<file path="config.mk">
export PLATFORM = sky130hd
export DESIGN_NAME = spi_frame_master_flat
export DESIGN_NICKNAME = d
export VERILOG_FILES = /design/src/rtl/spi_frame_master_if.sv /design/src/rtl/spi_frame_master.sv /design/src/flat_wrapper.sv
export SDC_FILE = /design/constraint.sdc
export NUM_CORES = 1
export LEC_CHECK = 0
export ABC_AREA = 1
export ABC_CLOCK_PERIOD_IN_PS = 2090
export BUFFER_PORTS_ARGS = -buffer_cell sky130_fd_sc_hd__clkbuf_2
export CORE_MARGIN = 10
export CORE_UTILIZATION = 41
export CTS_CLUSTER_DIAMETER = 150
export DETAILED_ROUTE_END_ITERATION = 8
export SLEW_MARGIN = 25
export SYNTH_ARGS = -nofsm -noshare
export SYNTH_HDL_FRONTEND = slang
export SYNTH_SLANG_ARGS = --single-unit
</file>
<file path="constraint.sdc">
create_clock -name i_clk -period 2.09 [get_ports i_clk]
set_input_delay 0.209 -clock i_clk [delete_from_list [all_inputs] [get_ports i_clk]]
set_output_delay 0.209 -clock i_clk [all_outputs]
set_load 0.005 [all_outputs]
</file>
<file path="src/rtl/spi_frame_master_if.sv">
// Bus-side request/handshake bundle between a write requester and spi_frame_master.
interface spi_frame_master_if;
  logic        i_req;
  logic        o_ready;
  logic [31:0] i_addr;
  logic [31:0] i_wr_data;
  logic        o_busy;
  logic        o_done;

  modport master (
    output i_req,
    output i_addr,
    output i_wr_data,
    input  o_ready,
    input  o_busy,
    input  o_done
  );

  modport slave (
    input  i_req,
    input  i_addr,
    input  i_wr_data,
    output o_ready,
    output o_busy,
    output o_done
  );
endinterface

</file>
<file path="src/rtl/spi_frame_master.sv">
// SPI mode-0 master sending one 32-bit write as ten byte-framed CS windows (01 + addr, 02 + data).
// Optional SPI_FRAME_ADDR_CACHE_EN skips the address phase when the address repeats.
module spi_frame_master #(
  parameter int CLK_DIV = 4,
  parameter int CS_GAP  = 8
) (
  input  logic               i_clk,
  input  logic               i_rst,
  spi_frame_master_if.slave  bus,
  output logic               sclk,
  output logic               cs,
  output logic               mosi
);

  localparam int DIV_W = $clog2(CLK_DIV);
  localparam int GAP_W = $clog2(CS_GAP + 1);
  localparam logic [DIV_W-1:0] DIV_LAST = DIV_W'(CLK_DIV - 1);
  localparam logic [GAP_W-1:0] GAP_LAST = GAP_W'(CS_GAP - 1);
  localparam logic [3:0] LAST_IDX  = 4'd9;
  localparam logic [3:0] ADDR_LAST = 4'd4;
  localparam logic [3:0] DATA_CMD  = 4'd5;

  typedef enum logic [2:0] {
    S_IDLE     = 3'd0,
    S_LOAD     = 3'd1,
    S_CS_SETUP = 3'd2,
    S_SHIFT    = 3'd3,
    S_CS_HOLD  = 3'd4,
    S_GAP      = 3'd5,
    S_DONE     = 3'd6
  } state_t;

  state_t             r_state;
  state_t             w_state_nxt;
  logic [31:0]        r_addr;
  logic [31:0]        r_data;
  logic [7:0]         r_shift;
  logic [DIV_W-1:0]   r_div;
  logic [GAP_W-1:0]   r_gap;
  logic [2:0]         r_bit;
  logic [3:0]         r_idx;
  logic               r_sclk;
  logic               r_cs;
  logic               r_mosi;
  logic               r_ready;
  logic               r_busy;
  logic               r_done;
  logic [7:0]         w_byte;
  logic [3:0]         w_start_idx;
  logic               w_accept;
  logic               w_div_end;
  logic               w_gap_end;
  logic               w_last_byte;
  logic               w_bit_last;

  assign w_accept    = (r_state == S_IDLE) && bus.i_req;
  assign w_div_end   = (r_div == DIV_LAST);
  assign w_gap_end   = (r_gap == GAP_LAST);
  assign w_last_byte = (r_idx == LAST_IDX);
  assign w_bit_last  = (r_bit == 3'd7);

`ifdef SPI_FRAME_ADDR_CACHE_EN
  logic [31:0] r_cache_addr;
  logic        r_cache_vld;

  // A repeated address starts the frame at the data command byte.
  assign w_start_idx = (r_cache_vld && (bus.i_addr == r_cache_addr)) ? DATA_CMD : 4'd0;

  // Remember the address once its phase has fully gone out on the wire.
  always_ff @(posedge i_clk) begin
    if (i_rst) begin
      r_cache_vld  <= 1'b0;
      r_cache_addr <= 32'h0000_0000;
    end else if ((r_state == S_GAP) && w_gap_end && (r_idx == ADDR_LAST)) begin
      r_cache_vld  <= 1'b1;
      r_cache_addr <= r_addr;
    end else begin
      r_cache_vld  <= r_cache_vld;
      r_cache_addr <= r_cache_addr;
    end
  end
`else
  assign w_start_idx = 4'd0;
`endif

  // State register.
  always_ff @(posedge i_clk) begin
    if (i_rst) begin
      r_state <= S_IDLE;
    end else begin
      r_state <= w_state_nxt;
    end
  end

  // Next-state decode; corrupted encodings fall back to IDLE.
  always_comb begin
    w_state_nxt = r_state;
    case (r_state)
      S_IDLE: begin
        if (w_accept) w_state_nxt = S_LOAD;
        else          w_state_nxt = S_IDLE;
      end
      S_LOAD: w_state_nxt = S_CS_SETUP;
      S_CS_SETUP: begin
        if (w_div_end) w_state_nxt = S_SHIFT;
        else           w_state_nxt = S_CS_SETUP;
      end
      S_SHIFT: begin
        if (w_div_end && !r_sclk && w_bit_last) w_state_nxt = S_CS_HOLD;
        else                                    w_state_nxt = S_SHIFT;
      end
      S_CS_HOLD: begin
        if (w_div_end) w_state_nxt = S_GAP;
        else           w_state_nxt = S_CS_HOLD;
      end
      S_GAP: begin
        if (!w_gap_end)       w_state_nxt = S_GAP;
        else if (w_last_byte) w_state_nxt = S_DONE;
        else                  w_state_nxt = S_LOAD;
      end
      S_DONE:  w_state_nxt = S_IDLE;
      default: w_state_nxt = S_IDLE;
    endcase
  end

  // Frame byte selection by index.
  always_comb begin
    w_byte = 8'h00;
    case (r_idx)
      4'd0:    w_byte = 8'h01;
      4'd1:    w_byte = r_addr[31:24];
      4'd2:    w_byte = r_addr[23:16];
      4'd3:    w_byte = r_addr[15:8];
      4'd4:    w_byte = r_addr[7:0];
      4'd5:    w_byte = 8'h02;
      4'd6:    w_byte = r_data[31:24];
      4'd7:    w_byte = r_data[23:16];
      4'd8:    w_byte = r_data[15:8];
      4'd9:    w_byte = r_data[7:0];
      default: w_byte = 8'h00;
    endcase
  end

  // Datapath, SPI pins and status outputs.
  always_ff @(posedge i_clk) begin
    if (i_rst) begin
      r_addr  <= 32'h0000_0000;
      r_data  <= 32'h0000_0000;
      r_shift <= 8'h00;
      r_div   <= '0;
      r_gap   <= '0;
      r_bit   <= 3'd0;
      r_idx   <= 4'd0;
      r_sclk  <= 1'b0;
      r_cs    <= 1'b1;
      r_mosi  <= 1'b0;
      r_ready <= 1'b1;
      r_busy  <= 1'b0;
      r_done  <= 1'b0;
    end else begin
      case (r_state)
        S_IDLE: begin
          if (w_accept) begin
            r_addr <= bus.i_addr;
            r_data <= bus.i_wr_data;
            r_idx  <= w_start_idx;
          end
        end
        S_LOAD: begin
          r_shift <= w_byte;
          r_mosi  <= w_byte[7];
          r_cs    <= 1'b0;
          r_div   <= '0;
        end
        S_CS_SETUP: begin
          if (w_div_end) begin
            r_div  <= '0;
            r_sclk <= 1'b1;
            r_bit  <= 3'd0;
          end else begin
            r_div <= r_div + DIV_W'(1);
          end
        end
        S_SHIFT: begin
          if (!w_div_end) begin
            r_div <= r_div + DIV_W'(1);
          end else if (r_sclk) begin
            // Falling edge: present the next bit for the coming rise.
            r_div   <= '0;
            r_sclk  <= 1'b0;
            r_shift <= {r_shift[6:0], 1'b0};
            r_mosi  <= r_shift[6];
          end else if (!w_bit_last) begin
            r_div  <= '0;
            r_sclk <= 1'b1;
            r_bit  <= r_bit + 3'd1;
          end else begin
            r_div <= '0;
          end
        end
        S_CS_HOLD: begin
          if (w_div_end) begin
            r_div  <= '0;
            r_cs   <= 1'b1;
            r_mosi <= 1'b0;
            r_gap  <= '0;
          end else begin
            r_div <= r_div + DIV_W'(1);
          end
        end
        S_GAP: begin
          if (!w_gap_end) begin
            r_gap <= r_gap + GAP_W'(1);
          end else if (!w_last_byte) begin
            r_idx <= r_idx + 4'd1;
          end
        end
        S_DONE: begin
          r_cs   <= 1'b1;
          r_sclk <= 1'b0;
          r_mosi <= 1'b0;
        end
        default: begin
          r_cs   <= 1'b1;
          r_sclk <= 1'b0;
          r_mosi <= 1'b0;
        end
      endcase
      r_ready <= (w_state_nxt == S_IDLE);
      r_busy  <= (w_state_nxt != S_IDLE);
      r_done  <= (w_state_nxt == S_DONE);
    end
  end

  assign sclk        = r_sclk;
  assign cs          = r_cs;
  assign mosi        = r_mosi;
  assign bus.o_ready = r_ready;
  assign bus.o_busy  = r_busy;
  assign bus.o_done  = r_done;

endmodule

</file>
<file path="src/flat_wrapper.sv">
// flat-port wrapper written by rule: the top's interface ports become plain ports
module spi_frame_master_flat 
#(
  parameter int CLK_DIV = 4,
  parameter int CS_GAP  = 8
)
  (i_clk, i_rst, sclk, cs, mosi, bus_i_req, bus_i_addr, bus_i_wr_data, bus_o_ready, bus_o_busy, bus_o_done);
  spi_frame_master_if bus_i ();
  input  logic i_clk;
  input  logic i_rst;
  output logic sclk;
  output logic cs;
  output logic mosi;
  input wire logic [$bits(bus_i.i_req)-1:0] bus_i_req;
  input wire logic [$bits(bus_i.i_addr)-1:0] bus_i_addr;
  input wire logic [$bits(bus_i.i_wr_data)-1:0] bus_i_wr_data;
  output wire logic [$bits(bus_i.o_ready)-1:0] bus_o_ready;
  output wire logic [$bits(bus_i.o_busy)-1:0] bus_o_busy;
  output wire logic [$bits(bus_i.o_done)-1:0] bus_o_done;
  assign bus_i.i_req = bus_i_req;
  assign bus_i.i_addr = bus_i_addr;
  assign bus_i.i_wr_data = bus_i_wr_data;
  assign bus_o_ready = bus_i.o_ready;
  assign bus_o_busy = bus_i.o_busy;
  assign bus_o_done = bus_i.o_done;
  spi_frame_master #(.CLK_DIV(CLK_DIV), .CS_GAP(CS_GAP)) u_core (.i_clk(i_clk), .i_rst(i_rst), .bus(bus_i), .sclk(sclk), .cs(cs), .mosi(mosi));
endmodule
</file>
; After elaboration in Yosys (flattened, before gate mapping)
; Index checks and enable logic that the tools add are counted.
; Widths: inputs -> output; s select.
[classes]
n_mux = 35
bitwise_logic = 3
reduce_logical = 25
eq_ne = 28
add_sub_neg = 4
[op_table]
columns = operator, n
row1 = $pmux 8 s10, 1
row2 = $mux 3, 7
row3 = $eq 4x3->1 const B, 5
row4 = $mux 4, 5
row5 = $pmux 3 s6, 1
row6 = $pmux 4 s2, 2
row7 = $mux 7, 2
row8 = $pmux 7 s2, 1
row9 = $eq 3x3->1 const B, 4
row10 = $ne 2x1->1 const B, 6
row11 = $mux 1, 10
row12 = $reduce_bool 2->1, 5
row13 = $reduce_and 3->1, 3
row14 = $add 4x1->4 const B, 2
row15 = $eq 4x2->1 const B, 2
row16 = $eq 4x4->1 const B, 2
row17 = $ne 2x2->1 const B, 4
row18 = $reduce_and 4->1, 2
row19 = $reduce_or 4->1, 2
row20 = $eq 3x2->1 const B, 2
row21 = $logic_not 3->1, 2
row22 = $pmux 1 s3, 2
row23 = $pmux 3 s2, 1
row24 = $reduce_or 3->1, 2
row25 = other kinds (15), 20
[totals]
inputBits = 67
elab_cells = 109
ff_bits = 93

; Depth between registers and ports, before layout
; Gate-level depths: netlist of run 1.
[logic_depth]
ltp_word = 6
depth_mapped = 11
mapped_depth_nobuf = 11

; Worst setup path before layout of run 1
; No wires, ideal clock.
[synth_path]
path_kind = reg-to-reg
startpoint = reg u_core.r_idx[1]
endpoint = reg u_core.r_ready (netlist: u_core.bus.o_ready)
required_time_ns = 1.980
n_path_buf = 0
slack_ns = 0.689
setup_time_ns = 0.110
stages_incl_launch_ff = 12
arrival_time_ns = 1.291
path_cell_list = dfxtp_1 > inv_1 > ha_1 > nand3_2 > nor2_2 > nand2_1 > nand3_1 > nand2_1 > inv_1 > nor2_1 > nand2_1 > inv_1
[synth_between]
elab_chain_len = 5
[synth_lines]
columns = element, line
row1 = start: declaration, spi_frame_master.sv:41  ; logic [3:0] r_idx;
row2 = start signal: assignment, spi_frame_master.sv:166  ; r_idx <= w_start_idx;
row3 = start signal: assignment, spi_frame_master.sv:215  ; r_idx <= r_idx + 4'd1;
row4 = $eq 4x4->1, spi_frame_master.sv:59  ; assign w_last_byte = (r_idx == LAST_IDX);
row5 = $mux 3, spi_frame_master.sv:118  ; else if (w_last_byte) w_state_nxt = S_DONE;
row6 = $mux 3, spi_frame_master.sv:117  ; if (!w_gap_end) w_state_nxt = S_GAP;
row7 = $pmux 3 s6, spi_frame_master.sv:98  ; case (r_state)
row8 = $logic_not 3->1, spi_frame_master.sv:229  ; r_ready <= (w_state_nxt == S_IDLE);
row9 = end signal: assignment, spi_frame_master.sv:229
row10 = end: declaration, spi_frame_master.sv:45  ; logic r_ready;
; Every way passes these cells.
; A chain may end at the register's enable or synchronous reset.

; Final worst setup path of run 1
; Same ends and word-level chain as after synthesis.

==> metrics.md, run 1 <==
| Metric | Value |
|---|---|
| Outcome | `finished, final reports clean` |
| Startpoint Class | `flop` |
| Normalized max-slew margin | `71.31%` |
| CTS Root Buffer Type | `sky130_fd_sc_hd__clkbuf_8` |
| Number of flops mapped to enable cells by yosys | `0` |
| Maximum resistive drop on vdd | `between 0.4 and 0.5 mV` |
| Sum of overflow across all layers after global routing | `0` |
| Fill count | `a little under 1000` |
| YS warnings | `0` |
| Hold Crit Start | `bus_i_addr[25]` |
| Clock sinks | `93` |
| Vias in the first global route | `a little under 4000` |
| Clock-pin slew on the worst setup and hold paths | `roughly 90 ps` |
| Sum of negative setup slack | `0 ps` |
| Max-slew violation count | `0` |
| Fraction of final layout cells sized beyond drive strength 1 | `18.04%` |
| Gp weighted congestion | `a little under 0.9` |
| Antenna diode count | `0` |
| Depth of the worst register-to-register path | `11` |
| Reg-to-reg startpoint | `u_core.r_idx[1]` |
| Synthesized area | `4173 sq um` |
| Clock latency reported for the late side of the worst-skew pair | `360 ps` |
| # Max-Cap Violations | `0` |
| Largest net degree at the start of global routing | `65` |
| DRC violations left | `0` |
| Die W | `~120 microns` |
| Vias | `3891` |
| DRT Wirelength | `between 10000 and 15000 microns` |
| Async set or reset register ratio after synthesis | `0%` |
| Effective utilization at floorplan | `42.30%` |
| Die Outline Area | `around 15000 sq um` |
| Final standard cell count with taps included and fillers excluded | `around 790` |
| CP max FO | `9` |
| Number of placed I/O pins | `73` |
| Most common cell after layout, fill and taps aside | `sky130_fd_sc_hd__nor2_1` |
| Initial antenna violation count | `0` |
| DRT Pass-1 Iters | `6` |
| Global-route track usage on met1 | `between 20% and 30%` |
| Count of distinct cell types in the synthesized netlist | `30` |
| IO Port Bufs | `a little over 70` |
| P&R area growth vs syn | `16.64%` |
| Worst path arrival time | `roughly 2100 ps` |
| Cell taking the most area after synthesis | `sky130_fd_sc_hd__dfxtp_1` |
| Actual slew at the worst max-slew pin | `429.7 ps` |
| GR peak layer | `met2` |
| Post-detail-place hpwl | `roughly 8300 microns` |
| Syn_nets | `662` |
| Power density relative to cell area | `~800 nW/um^2` |
| Utilization of the core after routing | `between 40% and 50%` |
| Critical Path End Type | `flop` |
| Starting DRC count in detailed routing | `~250` |
| Fmax | `555.5 MHz` |
| Met3 Track Usage GR | `4.048%` |
| Leakage Power | `~2.2 nW` |
| Cells after synthesis | `approximately 590` |
| Total number of placement rows | `36` |
| Post-synthesis average cell area | `7.109 sq um` |
| Final Hold Fails | `0` |
| Count of placed standard cells including taps | `772` |
| Hold/Removal Path Class | `input pin to flop` |
| Top cells by area, synth | `sky130_fd_sc_hd__dfxtp_1, sky130_fd_sc_hd__o21ai_0, sky130_fd_sc_hd__nor2_1` |
| Most frequent cells in the layout | `sky130_fd_sc_hd__nor2_1, sky130_fd_sc_hd__dfxtp_1, sky130_fd_sc_hd__o21ai_0` |
| H-tree depth reported by CTS | `3` |
| Total number of nets in the final design | `725` |
| Hold Worst Slack | `around 95 ps` |
| Met2 layer usage reported by global route | `23.40%` |
| Pre-CTS setup slack | `between 300 and 400 ps` |
| Number of instances on the worst hold path | `3` |
| Post-route minimum period | `approximately 1800 ps` |
| Antenna-violating nets left | `0` |
| Global Route Usage Sum | `roughly 16%` |
| Die Span Y | `between 100 and 150 microns` |
| Hold path endpoint | `u_core.r_addr[25]` |
| Unrepaired setup endpoints after global routing | `false` |
| Post-cts repair resize count | `0` |
| Required time of the critical path | `between 2000 and 2500 ps` |
| TritonCTS Buffers | `9` |
| Reg-to-Reg End | `u_core.bus.o_ready` |
| Via density per instance | `just under 5` |
| Area of the placeable core | `between 9000 and 10000 sq um` |
| Global-route wire length before repair | `18910 microns` |
| Critical path class | `flop to flop` |
| Ratio of final minimum period to clock period | `between 80% and 90%` |
| Number of buffers on the longest clock path | `2` |
| Clock Skew | `10.33 ps` |
| Post-route worst setup slack | `between 200 and 300 ps` |
| Average wire per cell in the routed design | `between 10 and 15 microns` |
| Setup Viol. Count Final | `0` |
| Number of setup buffers added after CTS | `0` |
| Number of buffers inserted by hold repair at cts | `0` |
| Flop-to-flop setup slack | `between 200 and 300 ps` |
| Count of state elements after synthesis | `93` |
| Portion of the post-synthesis area used by sequential elements | `44.62%` |
| Dominant register cell in the synthesized netlist | `sky130_fd_sc_hd__dfxtp_1` |
| Clock tree from TritonCTS | `yes` |
| Yosys top cell area share | `around 45%` |
state kept, by name, summed over array words and instances (netlist names):
signal	count
u_core.r_addr	32
u_core.r_data	32
u_core.r_shift	7
u_core.r_gap	4
u_core.r_idx	4
u_core.r_bit	3
u_core.r_state	3
u_core.r_div	2
u_core.bus.o_busy	1
u_core.bus.o_done	1
u_core.bus.o_ready	1
u_core.cs	1
u_core.mosi	1
u_core.sclk	1
layout make-up:
cell class / count / area (sq um) / share of cell area [%]
multi-input combinational: 408 / 1964 / 40.36
clock inverter: 5 / 82.58 / 1.697
inverter: 61 / 231.5 / 4.756
timing repair buffer: 77 / 422.9 / 8.689
tap: 133 / 166.4 / 3.419
clock buffer: 10 / 137.6 / 2.828
sequential: 93 / 1862 / 38.25
how the worst max path moves through the flow:
stage / startpoint / end / slack, ps / cells past startpoint
after floorplan: u_core.r_idx[1] / u_core.bus.o_ready / 690 / 11
after global placement: u_core.r_idx[1] / u_core.bus.o_ready / 350 / 11
after detailed placement: u_core.r_idx[1] / u_core.bus.o_ready / 320 / 11
after CTS: u_core.r_idx[1] / u_core.bus.o_ready / 290 / 11
after global routing: u_core.r_idx[1] / u_core.bus.o_ready / 130 / 11
final: u_core.r_idx[1] / u_core.bus.o_ready / 290 / 11
stage by stage:
stage / instance area [sq um] / power (mW)
after global routing: 4867 / 4.147
after CTS: 4867 / 3.976
after detailed placement: 4647 / 2.637
after floorplan: 4173 / 2.432
after global placement: 4647 / 2.621
final: 4867 / 3.945
where the power goes:
part | total [mW] | switching, mW | internal (mW)
logic | 0.570 | 0.356 | 0.213
clock network | 1.35 | 0.643 | 0.707
registers | 2.03 | 0.0870 | 1.94
total | 3.95 | 1.09 | 2.86
critical path, stage by stage (launching register included):
cell and delay (ps):
sky130_fd_sc_hd__dfxtp_1 350, sky130_fd_sc_hd__inv_1 110, sky130_fd_sc_hd__ha_1 270, sky130_fd_sc_hd__nand3_2 260, sky130_fd_sc_hd__nor2_2 230, sky130_fd_sc_hd__nand2_1 80
sky130_fd_sc_hd__nand3_1 90, sky130_fd_sc_hd__nand2_1 70, sky130_fd_sc_hd__inv_1 90, sky130_fd_sc_hd__nor2_1 50, sky130_fd_sc_hd__nand2_1 70, sky130_fd_sc_hd__inv_1 40
Yosys cell counts (3+ instances only):
master                     count
sky130_fd_sc_hd__o21ai_2       3
sky130_fd_sc_hd__dfxtp_1      93
sky130_fd_sc_hd__inv_1        52
sky130_fd_sc_hd__nor2_2        3
sky130_fd_sc_hd__o21ai_0      89
sky130_fd_sc_hd__inv_2         7
sky130_fd_sc_hd__nand3_1      17
sky130_fd_sc_hd__nand2_1      86
sky130_fd_sc_hd__ha_1          8
sky130_fd_sc_hd__nor3_1        5
sky130_fd_sc_hd__buf_2        14
sky130_fd_sc_hd__o21ai_1       5
sky130_fd_sc_hd__clkbuf_1     10
sky130_fd_sc_hd__nand4_1       6
sky130_fd_sc_hd__a21oi_1      52
sky130_fd_sc_hd__nor2_1      110
sky130_fd_sc_hd__o22ai_1       7
sky130_fd_sc_hd__nand2_2       4
layer usage:
metal,routed length (microns),vias up
met5,0,-
met4,195,0
met3,771,17
met2,4727,117
met1,5285,1726
li1,-,2031
cell families after synthesis:
group                      Yosys count  share of synthesized area [%]
adders and majority gates            8                          2.399
and+or+nand+nor                    242                          25.13
DFF                                 93                          44.62
AOI/OAI and AO/OA                  158                          19.55
buffers and inverters               86                          8.306
(Power assumes the default switching activity.)
==> inputs of run 2 (changes only) <==
--- a/config.mk
+++ b/config.mk
@@ -5,10 +5,8 @@
 export SDC_FILE = /design/constraint.sdc
 export NUM_CORES = 1
 export LEC_CHECK = 0
-export ABC_AREA = 1
-export ABC_CLOCK_PERIOD_IN_PS = 2090
 export BUFFER_PORTS_ARGS = -buffer_cell sky130_fd_sc_hd__clkbuf_2
-export CORE_MARGIN = 10
+export CORE_MARGIN = 2
 export CORE_UTILIZATION = 41
 export CTS_CLUSTER_DIAMETER = 150
 export DETAILED_ROUTE_END_ITERATION = 8
==> metrics.md, run 2 <==
| Metric | Value |
|---|---|
| P&R area growth vs syn | `16.74% (about the same)` |
| Clock sinks | `93 (unchanged)` |
| Clock Skew | `7.957 ps (-2.370 ps)` |
| Worst path arrival time | `2220 ps (+150 ps)` |
| Number of flops mapped to enable cells by yosys | `0 (unchanged)` |
| Post-synthesis average cell area | `7.960 sq um (+12%)` |
| Post-route worst setup slack | `135.7 ps (-154.1 ps)` |
| Vias in the first global route | `3785 (-4.8%)` |
| Count of state elements after synthesis | `93 (unchanged)` |
| Synthesized area | `4267 sq um (+2.2%)` |
| Clock latency reported for the late side of the worst-skew pair | `370 ps (about the same)` |
| Number of placed I/O pins | `73 (unchanged)` |
| Total number of nets in the final design | `670 (-7.6%)` |
| Effective utilization at floorplan | `41.70% (-0.60 points)` |
| DRT Pass-1 Iters | `5 (-1)` |
| Startpoint Class | `flop` |
| Reg-to-reg startpoint | `u_core.r_idx[0]` |
| Setup Viol. Count Final | `0 (unchanged)` |
| Critical Path End Type | `flop` |
| DRT Wirelength | `11240 microns (+2.3%)` |
| Fmax | `511.7 MHz (-7.9%)` |
| Global-route wire length before repair | `18400 microns (-2.7%)` |
| Largest net degree at the start of global routing | `65 (unchanged)` |
| Max-slew violation count | `0 (unchanged)` |
| Normalized max-slew margin | `60.79% (-11 points)` |
| IO Port Bufs | `72 (unchanged)` |
| Maximum resistive drop on vdd | `0.3113 mV (-31%)` |
| Sum of overflow across all layers after global routing | `0 (unchanged)` |
| Depth of the worst register-to-register path | `6 (-5)` |
| Starting DRC count in detailed routing | `183 (-26%)` |
| Syn_nets | `611 (-7.7%)` |
| Count of distinct cell types in the synthesized netlist | `56 (+87%)` |
| Yosys top cell area share | `43.64% (-0.98 points)` |
| Cell with the most instances after synthesis | `sky130_fd_sc_hd__nand2_1` |
| Hold/Removal Path Class | `input pin to flop` |
| YS warnings | `0 (unchanged)` |
| Most frequent cells in the layout | `sky130_fd_sc_hd__nand2_1, sky130_fd_sc_hd__dfxtp_1, sky130_fd_sc_hd__a21oi_1` |
| Antenna diode count | `0 (unchanged)` |
| Combined flip-flop and latch cell area | `1862 sq um (unchanged)` |
| # Max-Cap Violations | `0 (unchanged)` |
| Cells after synthesis | `536 (-8.7%)` |
| Initial antenna violation count | `0 (unchanged)` |
| Leakage Power | `1.926 nW (-11%)` |
| Launch point of the critical path | `u_core.r_idx[0]` |
| Dominant register cell in the synthesized netlist | `sky130_fd_sc_hd__dfxtp_1` |
| Flop-to-flop setup slack | `140 ps (-150 ps)` |
| Fraction of final layout cells sized beyond drive strength 1 | `19.00% (+0.96 points)` |
| Most common cell after layout, fill and taps aside | `sky130_fd_sc_hd__nand2_1` |
| Fill count | `1073 (+8.4%)` |
| Post-cts repair resize count | `0 (unchanged)` |
| Ratio of final minimum period to clock period | `93.51% (+7.4 points)` |
| DRC violations left | `0 (unchanged)` |
| Multi-input logic area | `2170 sq um (+10%)` |
| Reg-to-Reg End | `u_core.r_shift[5]` |
| Capturing element of the worst setup path | `u_core.r_shift[5]` |
| Power density relative to cell area | `752.5 nW/um^2 (-7.2%)` |
| Clock tree from TritonCTS | `yes` |
| TritonCTS Buffers | `9 (unchanged)` |
| Die Span Y | `106.0 microns (-12%)` |
| Number of buffers on the longest clock path | `2 (unchanged)` |
| H-tree depth reported by CTS | `3 (unchanged)` |
| CTS Root Buffer Type | `sky130_fd_sc_hd__clkbuf_8` |
| CP max FO | `7 (-2)` |
| Outcome | `finished, final reports clean` |
| Utilization of the core after routing | `48.69% (-0.66 points)` |
| Largest regs | `u_core.r_addr x32, u_core.r_data x32, u_core.r_shift x7` |
| Post-detail-place hpwl | `8158 microns (-1.9%)` |
| Final Hold Fails | `0 (unchanged)` |
| Pre-CTS setup slack | `182.4 ps (-136.8 ps)` |
| Global Route Usage Sum | `20.47% (+4.9 points)` |
| Post-route minimum period | `1954 ps (+154.1 ps)` |
| Critical path class | `flop to flop` |
| Vias | `3938 (+1.2%)` |
| Hold Worst Slack | `51.43 ps (-43.66 ps)` |
| Die W | `106.0 microns (-12%)` |
| Antenna-violating nets left | `0 (unchanged)` |
| Gp weighted congestion | `0.8747 (-1.3%)` |
| Die Outline Area | `11240 sq um (-23%)` |
| Required time of the critical path | `2350 ps (about the same)` |
| Number of setup buffers added after CTS | `0 (unchanged)` |
| Area of the placeable core | `10230 sq um (+3.7%)` |
| Total number of placement rows | `37 (+2.8%)` |
| Top cells by area, synth | `sky130_fd_sc_hd__dfxtp_1, sky130_fd_sc_hd__nand2_1, sky130_fd_sc_hd__a21oi_1` |
| Clock-pin slew on the worst setup and hold paths | `90 ps (about the same)` |
| Actual slew at the worst max-slew pin | `587.4 ps (+157.7 ps)` |
| Commonest cells in the synthesized netlist | `sky130_fd_sc_hd__nand2_1, sky130_fd_sc_hd__dfxtp_1, sky130_fd_sc_hd__a21oi_1` |
| Portion of the post-synthesis area used by sequential elements | `43.64% (-0.98 points)` |
| Async set or reset register ratio after synthesis | `0% (unchanged)` |
| Via density per instance | `5.351 (+8.2%)` |
| Average wire per cell in the routed design | `15.27 microns (+9.4%)` |
| Sum of negative setup slack | `0 ps (unchanged)` |
| Unrepaired setup endpoints after global routing | `true` |
| Cell taking the most area after synthesis | `sky130_fd_sc_hd__dfxtp_1` |
==> run 2: worst min path at each step <==
stage / from / to / slack (ps) / cells past startpoint
2_1_floorplan: bus_i_addr[0] / u_core.r_addr[0] / 340 / 2
3_3_place_gp: bus_i_addr[25] / u_core.r_addr[25] / 430 / 3
3_5_place_dp: bus_i_wr_data[2] / u_core.r_data[2] / 440 / 3
4_1_cts: bus_i_addr[9] / u_core.r_addr[9] / 40 / 3
5_1_grt: bus_i_wr_data[15] / u_core.r_data[15] / 50 / 3
6_report: bus_i_wr_data[30] / u_core.r_data[30] / 50 / 3
==> run 2: layout make-up <==
| class | count | share of cell area, % |
|---|---|---|
| inverter | 8 | 0.6029 |
| timing repair buffer | 91 | 10.60 |
| clock buffer | 10 | 2.562 |
| clock inverter | 6 | 1.884 |
| multi-input combinational | 392 | 43.56 |
| sequential | 93 | 37.38 |
| tap | 136 | 3.416 |
==> run 2: report_power, final <==
| part | internal, mW | switching, mW |
|---|---|---|
| Clock | 0.685 | 0.670 |
| Combinational | 0.188 | 0.246 |
| Sequential | 1.88 | 0.0782 |
| Total | 2.75 | 0.994 |
==> run 2: per-layer routing <==
layer | global-route usage [%] | vias up | part of all wire [%]
li1 | - | 1995 | -
met1 | 24.97 | 1851 | 43
met2 | 36.54 | 75 | 51
met3 | 3.679 | 17 | 3.6
met4 | 6.391 | 0 | 1.8
met5 | 0 | - | 0
==> run 2: cells by family after synthesis <==
| family | after synthesis | synth area share [%] |
|---|---|---|
| fa+ha+maj | 8 | 2.346 |
| xor+xnor | 4 | 0.8213 |
| simple gates | 222 | 23.49 |
| flops | 93 | 43.64 |
| compound gates | 155 | 23.49 |
| mux | 3 | 0.7038 |
| buf+inv | 51 | 5.513 |
==> run 2: through the flow <==
stage | power (mW) | instances | instance area, sq um
5_1_grt | 3.920 | 736 | 4981
4_1_cts | 3.788 | 736 | 4981
3_5_place_dp | 2.438 | 720 | 4760
3_3_place_gp | 2.430 | 720 | 4760
2_1_floorplan | 2.263 | 536 | 4267
6_report | 3.748 | 736 | 4981
==> run 2: timing repair <==
item | in CTS | in global routing
endpoints found under the hold margin | 0 | 0
hold buffers | 0 | 0
setup endpoints to repair | 0 | 2
==> run 2: worst max-delay path, cell delays in order, from the launching register on <==
cell and delay (ps):
sky130_fd_sc_hd__dfxtp_1 420, sky130_fd_sc_hd__inv_1 90, sky130_fd_sc_hd__ha_1 320, sky130_fd_sc_hd__nor4_1 470
sky130_fd_sc_hd__a211oi_2 170, sky130_fd_sc_hd__o221a_2 290, sky130_fd_sc_hd__o21a_1 100
==> inputs of run 3 (changes only) <==
--- a/config.mk
+++ b/config.mk
@@ -10,6 +10,7 @@
 export CORE_UTILIZATION = 41
 export CTS_CLUSTER_DIAMETER = 150
 export DETAILED_ROUTE_END_ITERATION = 8
+export PLACE_DENSITY = 0.67
 export SLEW_MARGIN = 25
 export SYNTH_ARGS = -nofsm -noshare
 export SYNTH_HDL_FRONTEND = slang
==> metrics.md, run 3 (synthesized netlist as in run 2, its figures left out) <==
| Metric | Value |
|---|---|
| Outcome | `finished, final reports clean` |
| Max-slew violation count | `0 (unchanged)` |
| Clock-pin slew on the worst setup and hold paths | `100 ps (about the same)` |
| Ratio of final minimum period to clock period | `94.01% (+0.50 points)` |
| Post-route minimum period | `1965 ps (+10.47 ps)` |
| Number of buffers inserted by hold repair at cts | `0 (unchanged)` |
| Die Span Y | `106.0 microns (unchanged)` |
| Required time of the critical path | `2370 ps (+20 ps)` |
| Die Outline Area | `11240 sq um (unchanged)` |
| Net load switching power | `0.9918 mW (-0.26%)` |
| Reg-to-Reg End | `u_core.r_shift[2]` |
| DRT Wirelength | `10630 microns (-5.4%)` |
| Hold/Removal Path Class | `input pin to flop` |
| Worst path arrival time | `2240 ps (+20 ps)` |
| Most common cell after layout, fill and taps aside | `sky130_fd_sc_hd__nand2_1` |
| Flop pwr share | `55.9% (+3.7 points)` |
| Fill count | `1052 (-2.0%)` |
| Normalized max-slew margin | `52.82% (-8.0 points)` |
| Startpoint Class | `flop` |
| Post-detail-place hpwl | `7705 microns (-5.5%)` |
| # Max-Cap Violations | `0 (unchanged)` |
| Internal power | `2.514 mW (-8.7%)` |
| Number of placed I/O pins | `73 (unchanged)` |
| Pre-CTS setup slack | `207.6 ps (+25.20 ps)` |
| Logic gate share of total power | `12.0% (+0.4 points)` |
| Proportion of power drawn by the clock network | `32.2% (-4.0 points)` |
| Global Route Usage Sum | `19.40% (-1.1 points)` |
| IO Port Bufs | `72 (unchanged)` |
| P&R area growth vs syn | `14.78%` |
| Clock sinks | `93 (unchanged)` |
| Gp weighted congestion | `0.9906 (+13%)` |
| Starting DRC count in detailed routing | `249 (+36%)` |
| TritonCTS Buffers | `9 (unchanged)` |
| Number of instances on the worst hold path | `3 (unchanged)` |
| Post-route worst setup slack | `125.3 ps (-10.47 ps)` |
| Flop-to-flop setup slack | `130 ps (about the same)` |
| Clock latency reported for the late side of the worst-skew pair | `360 ps (about the same)` |
| Antenna diode count | `0 (unchanged)` |
| Fmax | `509.0 MHz (-0.53%)` |
| Largest net degree at the start of global routing | `65 (unchanged)` |
| Antenna-violating nets left | `0 (unchanged)` |
| Die W | `106.0 microns (unchanged)` |
| Hold path endpoint | `u_core.r_data[2]` |
| Vias | `3933 (-0.13%)` |
| Sum of negative setup slack | `0 ps (unchanged)` |
| DRT Pass-1 Iters | `5 (unchanged)` |
| Reg-to-reg startpoint | `u_core.r_idx[0]` |
| Largest regs | `u_core.r_addr x32, u_core.r_data x32, u_core.r_shift x7` |
| Critical Path End Type | `flop` |
| H-tree depth reported by CTS | `3 (unchanged)` |
| Final Hold Fails | `0 (unchanged)` |
| Critical path class | `flop to flop` |
| CP max FO | `9 (+2)` |
| Total Power | `3.505 mW (-6.5%)` |
| Clock tree from TritonCTS | `yes` |
| Most frequent cells in the layout | `sky130_fd_sc_hd__nand2_1, sky130_fd_sc_hd__dfxtp_1, sky130_fd_sc_hd__a21oi_1` |
| Unrepaired setup endpoints after global routing | `false` |
| Sum of overflow across all layers after global routing | `0 (unchanged)` |
| Vias in the first global route | `3780 (-0.13%)` |
| Global-route wire length before repair | `17520 microns (-4.8%)` |
| Utilization of the core after routing | `47.87% (-0.82 points)` |
| Actual slew at the worst max-slew pin | `706.8 ps (+119.4 ps)` |
| Power density relative to cell area | `715.8 nW/um^2 (-4.9%)` |
| Effective utilization at floorplan | `41.70% (unchanged)` |
| CTS Root Buffer Type | `sky130_fd_sc_hd__clkbuf_8` |
| Via density per instance | `5.380 (+0.56%)` |
| Maximum resistive drop on vdd | `0.3658 mV (+17%)` |
| Post-cts repair resize count | `0 (unchanged)` |
| Switching part of the total power | `28.29% (+1.8 points)` |
| Number of buffers on the longest clock path | `2 (unchanged)` |
| Total number of placement rows | `37 (unchanged)` |
| Hold Crit Start | `bus_i_wr_data[2]` |
| Fraction of final layout cells sized beyond drive strength 1 | `18.49% (-0.51 points)` |
| Total number of nets in the final design | `666 (-0.60%)` |
| Area of the placeable core | `10230 sq um (unchanged)` |
| Setup Viol. Count Final | `0 (unchanged)` |
| Final standard cell count with taps included and fillers excluded | `731 (-0.68%)` |
| Depth of the worst register-to-register path | `5 (-1)` |
| Average wire per cell in the routed design | `14.55 microns (-4.7%)` |
| Number of setup buffers added after CTS | `0 (unchanged)` |
| Clock Skew | `11.83 ps (+3.878 ps)` |
| Count of placed standard cells including taps | `716 (-0.56%)` |
| DRC violations left | `0 (unchanged)` |
| Initial antenna violation count | `0 (unchanged)` |
| Leakage Power | `1.883 nW (-2.2%)` |
[run 3: cell count changes in the layout (fill, tap and decap cells not counted), sizes merged]
cell    previous run  this run
inv               10        12
buf               19        15
clkbuf            82        81
bufinv             2         0
[run 3: how the worst max path moves through the flow]
stage	startpoint	endpoint	depth (start not counted)
finish	u_core.r_idx[0]	u_core.r_shift[2]	5
global route	u_core.r_idx[1]	u_core.r_shift[1]	5
CTS	u_core.r_idx[0]	u_core.r_shift[2]	5
detailed placement	u_core.r_idx[0]	u_core.r_shift[2]	5
global placement	u_core.r_idx[0]	u_core.r_shift[5]	6
floorplan	u_core.r_idx[0]	u_core.r_shift[5]	7
[run 3: through the flow]
| step | hold WS, ps | area, sq um |
|---|---|---|
| 2_1_floorplan | 345.0 | 4267 |
| 3_3_place_gp | 433.0 | 4717 |
| 3_5_place_dp | 439.7 | 4717 |
| 4_1_cts | 42.23 | 4897 |
| 5_1_grt | 42.57 | 4897 |
| 6_report | 53.15 | 4897 |
[run 3: critical path: stages (launching register included)]
cell                       delay [ps]
sky130_fd_sc_hd__dfxtp_1          430
sky130_fd_sc_hd__ha_1             400
sky130_fd_sc_hd__nor4_1           130
sky130_fd_sc_hd__a211oi_2         430
sky130_fd_sc_hd__o211ai_1         220
sky130_fd_sc_hd__a311oi_2         290
[run 3: layer usage]
metal | GRT usage (%) | wire length [microns] | vias up | share of wire [%]
met1 | 24.27 | 4656 | 1823 | 44
met2 | 32.72 | 5161 | 111 | 49
met4 | 8.271 | 323 | 0 | 3.0
met5 | 0 | 0 | - | 0
li1 | - | - | 1974 | -
met3 | 3.617 | 492 | 25 | 4.6
[run 3: power by group through the flow]
stage                     clock [mW]  combinational (mW)  sequential, mW
after CTS                       1.16               0.424            1.96
after global placement             0               0.410            2.00
after global routing            1.25               0.477            1.97
after detailed placement           0               0.423            2.00
final                           1.13               0.419            1.96
after floorplan                    0               0.302            1.96
[run 3: cell type report]
class                      instances  area, sq um  share of cell area (%)
clock buffer                       9        123.9                   2.529
clock inverter                     6        56.30                   1.150
inverter                           8        30.03                  0.6132
multi-input combinational        392         2170                   44.30
sequential                        93         1862                   38.02
tap                              136        170.2                   3.475
timing repair buffer              87        485.5                   9.913
